File: config.mk
export PLATFORM = sky130hd
export DESIGN_NAME = trigger_coincidence_shaper
export DESIGN_NICKNAME = d
export VERILOG_FILES = /design/src/rtl/trig_pkg.sv /design/src/rtl/sat_counter.sv /design/src/rtl/trigger_coincidence_shaper.sv
export SDC_FILE = /design/constraint.sdc
export NUM_CORES = 1
export LEC_CHECK = 0
export BUFFER_PORTS_ARGS = -buffer_cell sky130_fd_sc_hd__buf_2
export CAP_MARGIN = 30
export CORE_ASPECT_RATIO = 0.6
export CORE_MARGIN = 5
export CORE_UTILIZATION = 40
export CTS_CLUSTER_DIAMETER = 50
export DETAILED_ROUTE_END_ITERATION = 8
export GPL_TIMING_DRIVEN = 0
export PLACE_DENSITY = 0.67
export SYNTH_ARGS = -nofsm -noshare
export SYNTH_HDL_FRONTEND = slang
export SYNTH_HIERARCHICAL = 1
export SYNTH_SLANG_ARGS = --single-unit
File: constraint.sdc
create_clock -name clk -period 9.7 [get_ports clk]
set_input_delay 1.94 -clock clk [delete_from_list [all_inputs] [get_ports clk]]
set_output_delay 1.94 -clock clk [all_outputs]
set_load 0.01 [all_outputs]
File: src/rtl/trig_pkg.sv
// Shared types and helpers for the trigger coincidence shaper.
package trig_pkg;

  typedef enum logic [1:0] {
    ST_IDLE   = 2'd0,
    ST_WINDOW = 2'd1,
    ST_FIRE   = 2'd2,
    ST_DEAD   = 2'd3
  } state_e;

  // Channel vectors are zero-extended to POP_MAXW before counting.
  localparam int POP_MAXW = 32;
  localparam int POPW     = 6;

  function automatic logic [POPW-1:0] popcount(input logic [POP_MAXW-1:0] v);
    logic [POPW-1:0] c;
    c = '0;
    for (int i = 0; i < POP_MAXW; i++) c = c + POPW'(v[i]);
    return c;
  endfunction

endpackage

File: src/rtl/sat_counter.sv
// Saturating up-counter with synchronous clear; clear beats increment.
module sat_counter #(
  parameter int CNTW = 16
) (
  input  logic            clk,
  input  logic            rstn,
  input  logic            inc_i,
  input  logic            clr_i,
  output logic [CNTW-1:0] cnt_o
);

  logic [CNTW-1:0] cnt_q;

  always_ff @(posedge clk or negedge rstn) begin
    if (!rstn)                       cnt_q <= '0;
    else if (clr_i)                  cnt_q <= '0;
    else if (inc_i && (cnt_q != '1)) cnt_q <= cnt_q + 1'b1;
  end

  assign cnt_o = cnt_q;

endmodule

File: src/rtl/trigger_coincidence_shaper.sv
// N-fold coincidence former: window, shaped trigger pulse, dead time, and
// saturating accept/reject counters.
module trigger_coincidence_shaper
  import trig_pkg::*;
#(
  parameter int NCH  = 4,
  parameter int WINW = 8,
  parameter int CNTW = 16
) (
  input  logic                     clk,
  input  logic                     rstn,
  input  logic                     enable,
  input  logic                     cnt_clear,
  input  logic [NCH-1:0]           pulse_in,
  input  logic [NCH-1:0]           chan_mask,
  input  logic [$clog2(NCH+1)-1:0] min_mult,
  input  logic [WINW-1:0]          win_len,
  input  logic [WINW-1:0]          out_width,
  input  logic [WINW-1:0]          dead_len,
  output logic                     trig_out,
  output logic [NCH-1:0]           trig_pattern,
  output logic                     busy,
  output logic [CNTW-1:0]          accept_cnt,
  output logic [CNTW-1:0]          reject_cnt
);

  state_e          state_q, state_d;
  logic [NCH-1:0]  pat_q, pat_d;
  logic [NCH-1:0]  tpat_q, tpat_d;
  logic [WINW-1:0] wcnt_q, wcnt_d;
  logic [WINW-1:0] ocnt_q, ocnt_d;
  logic [WINW-1:0] dcnt_q, dcnt_d;
  logic            trig_q, busy_q;
  logic            acc_inc, rej_inc;

  logic [NCH-1:0]  hits, nxt_pat;
  logic [POPW-1:0] mult, thr;
  logic            go_fire;

  assign hits    = pulse_in & chan_mask;
  assign nxt_pat = pat_q | hits;
  assign mult    = popcount(POP_MAXW'(nxt_pat));
  assign thr     = (min_mult == '0) ? POPW'(1) : POPW'(min_mult);
  // pat_q is empty in IDLE and thr >= 1, so an IDLE fire always implies a hit.
  assign go_fire = enable && (state_q inside {ST_IDLE, ST_WINDOW}) && (mult >= thr);

  always_comb begin
    state_d = state_q;
    pat_d   = pat_q;
    tpat_d  = tpat_q;
    wcnt_d  = wcnt_q;
    ocnt_d  = ocnt_q;
    dcnt_d  = dcnt_q;
    acc_inc = 1'b0;
    rej_inc = 1'b0;
    if (!enable) begin
      state_d = ST_IDLE;
      pat_d   = '0;
    end else if (go_fire) begin
      state_d = ST_FIRE;
      tpat_d  = nxt_pat;
      pat_d   = '0;
      ocnt_d  = (out_width == '0) ? WINW'(1) : out_width;
      acc_inc = 1'b1;
    end else begin
      unique case (state_q)
        ST_IDLE: if (hits != '0) begin
          if (win_len == '0) rej_inc = 1'b1;
          else begin
            state_d = ST_WINDOW;
            pat_d   = hits;
            wcnt_d  = win_len;
          end
        end
        ST_WINDOW: if (wcnt_q <= WINW'(1)) begin
          state_d = ST_IDLE;
          pat_d   = '0;
          rej_inc = 1'b1;
        end else begin
          pat_d  = nxt_pat;
          wcnt_d = wcnt_q - 1'b1;
        end
        ST_FIRE: if (ocnt_q <= WINW'(1)) begin
          // dead_len is sampled as the pulse ends, not when it starts
          state_d = (dead_len == '0) ? ST_IDLE : ST_DEAD;
          dcnt_d  = dead_len;
        end else begin
          ocnt_d = ocnt_q - 1'b1;
        end
        ST_DEAD: if (dcnt_q <= WINW'(1)) state_d = ST_IDLE;
                 else                     dcnt_d  = dcnt_q - 1'b1;
        default: state_d = ST_IDLE;
      endcase
    end
  end

  always_ff @(posedge clk or negedge rstn) begin
    if (!rstn) begin
      state_q <= ST_IDLE;
      pat_q   <= '0;
      tpat_q  <= '0;
      wcnt_q  <= '0;
      ocnt_q  <= '0;
      dcnt_q  <= '0;
      trig_q  <= 1'b0;
      busy_q  <= 1'b0;
    end else begin
      state_q <= state_d;
      pat_q   <= pat_d;
      tpat_q  <= tpat_d;
      wcnt_q  <= wcnt_d;
      ocnt_q  <= ocnt_d;
      dcnt_q  <= dcnt_d;
      trig_q  <= (state_d == ST_FIRE);
      busy_q  <= (state_d != ST_IDLE);
    end
  end

  sat_counter #(.CNTW(CNTW)) u_acc (
    .clk  (clk),
    .rstn (rstn),
    .inc_i(acc_inc),
    .clr_i(cnt_clear),
    .cnt_o(accept_cnt)
  );

  sat_counter #(.CNTW(CNTW)) u_rej (
    .clk  (clk),
    .rstn (rstn),
    .inc_i(rej_inc),
    .clr_i(cnt_clear),
    .cnt_o(reject_cnt)
  );

  assign trig_out     = trig_q;
  assign trig_pattern = tpat_q;
  assign busy         = busy_q;

endmodule

==> metrics.md <==
| Metric | Value |
|---|---|
| Element type at the critical path end | `register` |
| Worst-Skew Late Latency | `0.33 ns` |
| Crit path max fanout | `13` |
| Row count | `29` |
| Initial antenna violation count | `0` |
| Final Non-Filler Cells | `712` |
| Detail Route Antenna Nets | `0` |
| Mean number of vias per cell | `5.798` |
| Crit path kind | `input port to register` |
| Commonest non-fill, non-tap cell in the layout | `buf_2` |
| First-pass GRT wire length | `19040 um` |
| Final Cycle Share | `60.76%` |
| Worst path bufs/invs | `5` |
| Mapped Cells | `480` |
| Starting density of the core | `40.36%` |
| Peak supply drop | `118.3 uV` |
| I/O Pins | `77` |
| Ant diodes | `0` |
| Number of global-route vias before repair | `3922` |
| Die X | `142.6 um` |
| Synth Register Bits | `68` |
| Setup Buffers After CTS | `0` |
| YS warnings | `6` |
| Critical path launch point type | `input port` |
| Die footprint | `12770 um^2` |
| RSZ-0062 raised after global routing | `no` |
| Drt pass-1 iters | `4` |
| Leakage | `2.286 nW` |
| DRC | `0` |
| TNS Setup | `0 ns` |
| Post-synthesis cell type count | `57` |
| CTS tree | `yes` |
| Vias | `4128` |
| Critical-path top delay cell | `or4_2` |
| Routed Wire Length | `11450 um` |
| Reg clk slew, reported paths | `0.06 ns` |
| Max-cap check violation count | `0` |
| # H-tree levels | `3` |
| Psw | `0.4385 mW` |
| Main synth FF type | `dfrtp_1` |
| PnR Total Power | `1.186 mW` |
| Setup violations, final | `0` |
| Comb pwr share | `34.5%` |
| Cts bufs inserted | `9` |
| I/O Buffers | `76` |
| Sink Count | `68` |
| Syn_nets | `533` |
| CTS resizes | `0` |
| Max_slew headroom | `55.27%` |
| Switching share of power | `36.96%` |
| Slew Limit Fails | `0` |
| Design area | `5127 um^2` |
| Layout cell share with drive strength beyond 1 | `21.47%` |
| Min Hold Slack | `0.5227 ns` |
| Commonest cells after routing, fill and taps aside | `buf_2 (75), dfrtp_1 (68), nor2_1 (46), a21oi_1 (41), o21ai_0 (40)` |
| Synthesized area | `4218 um^2` |
| Tmin final | `5.893 ns` |
| Clock Power Share | `30.2%` |
| Fraction of registers with async set/reset | `100.0%` |
| Int Pwr | `0.7478 mW` |
| Final Hold Fails | `0` |
| Worst Hold Class | `register to register` |
| Top Family by Delay on Critical Path | `buffers and inverters` |
| Cts hold-fix bufs | `0` |
| Iter 0 DRT Violations | `250` |
| Final Wtd Congestion | `0.8830` |
| Maximum number of pins on one net before global-route repair | `55` |
| Clock Tree Root | `clkbuf_16` |
| Post-detail-place hpwl | `8345 um` |
| Clk_skew | `0.008189 ns` |
| Status | `finished, final reports clean` |
| DP Cell Count | `696` |
| Post-synth EDFFs | `0` |
| Post-DR wirelength/cell | `16.08 um` |
| Syn avg cell area | `8.787 um^2` |
| Flop pwr share | `35.3%` |
| Slowest stage delay, CP | `0.69 ns` |
| Die height | `89.54 um` |
| Least-Margin Pin Slew | `0.6670 ns` |
| GRT overflow | `0` |
| Post-DP Area | `4802 um^2` |
| Total GRT Usage | `18.29%` |
| CP cell instances | `buf_2 > nand2_1 > nand2_1 > fa_1 > ha_1 > ha_1 > ha_1 > and2_1 > a21boi_1 > nor2_1 > clkbuf_1 > clkbuf_1 > inv_1 > clkbuf_1 > or4_2 > a21oi_1` |
| NumNets Final | `621` |
| Req. time, crit path | `9.96 ns` |
| Bufs on Longest Clock Path | `2` |
| Fmax achieved | `169.7 MHz` |
| Area grow syn2layout | `21.57%` |
| Pwr dens | `231.4 nW/um^2` |
| Sequential element share of the synthesized area | `40.34%` |
| Critical path arrival | `6.15 ns` |
| Core area | `10450 um^2` |
## cell usage after synthesis (all sizes together) (6+ instances only)
library cell  instances  area share [%]
ha                   13             3.9
clkbuf               18             1.6
a211oi                6             1.3
or3                   9             1.4
o21ai                46             5.5
nor2                 46             4.1
or4                  16             3.1
a21oi                41             4.9
mux2                 10             2.8
nand3                 9             1.1
inv                  22             2.0
nand4                15             2.5
o31ai                19             3.7
nand2                38             3.4
nor2b                 9             1.3
nor4                 21             3.8
nor3                 13             1.5
dfrtp                68              40
## routing by layer
layer / wire length (um) / vias to the layer above / GRT usage [%]
met4: 90 / 0 / 4.314
met1: 5538 / 2009 / 25.91
li1: - / 1989 / -
met5: 0 / - / 0
met3: 736 / 11 / 4.490
met2: 5083 / 119 / 28.45
## path summary, 6_finish.rpt
| path | start | end | slack [ns] | depth (start not counted) |
|---|---|---|---|---|
| worst max register to register | pat_q[0] | u_acc/cnt_o[3] | 5.20 | 15 |
| min in group asynchronous | rstn | u_acc/cnt_o[4] | 1.46 | 1 |
| worst max-delay path | pulse_in[0] | u_acc/cnt_o[3] | 3.81 | 16 |
| max in group asynchronous | rstn | dcnt_q[1] | 7.69 | 2 |
| worst min-delay path | wcnt_q[1] | wcnt_q[1] | 0.52 | 2 |
| worst min register to register | wcnt_q[1] | wcnt_q[1] | 0.52 | 2 |
## area by class of cell
type	count	area (um^2)
clock buffer	10	239.0
multi-input combinational	369	2332
clock inverter	6	86.33
timing repair buffer	77	410.4
inverter	22	82.58
sequential	68	1702
fill	1021	5323
tap	139	173.9
buffer	21	101.3
## cells by family after synthesis
kind of cell / after synthesis / synth area share [%]
flops: 68 / 40.34
compound gates: 141 / 21.12
buf+inv: 43 / 4.361
mux: 10 / 2.759
fa+ha+maj: 14 / 4.331
simple gates: 204 / 27.08
## worst reg2reg max path: cells and delay by family (launching register included)
family | cells | cell delay, ns
flip-flops | 1 | 0.35
buffers and inverters | 5 | 1.43
AND/OR/NAND/NOR | 4 | 1.10
AO/OA/AOI/OAI | 2 | 0.29
adder cells (fa/ha/maj) | 4 | 1.26
## through the flow
step / util (%) / setup slack (ns)
2_1_floorplan: - / 4.262
3_3_place_gp: 45.67 / 3.618
3_5_place_dp: 45.95 / 3.489
4_1_cts: 49.07 / 3.848
5_1_grt: 49.07 / 3.526
6_report: 49.07 / 3.807
## power by group through the flow
| stage | clock (mW) | combinational [mW] | sequential, mW |
|---|---|---|---|
| floorplan | 0 | 0.294 | 0.412 |
| global placement | 0 | 0.390 | 0.417 |
| detailed placement | 0 | 0.408 | 0.420 |
| CTS | 0.368 | 0.408 | 0.417 |
| global route | 0.379 | 0.465 | 0.430 |
| finish | 0.359 | 0.409 | 0.419 |
## registers in the layout (all words and copies together) (netlist names)
register,flops
u_acc/cnt_o,16
u_rej/cnt_o,16
dcnt_q,8
ocnt_q,8
wcnt_q,8
pat_q,4
trig_pattern,4
state_q,2
busy,1
trig_out,1
(Power assumes the default switching activity.)
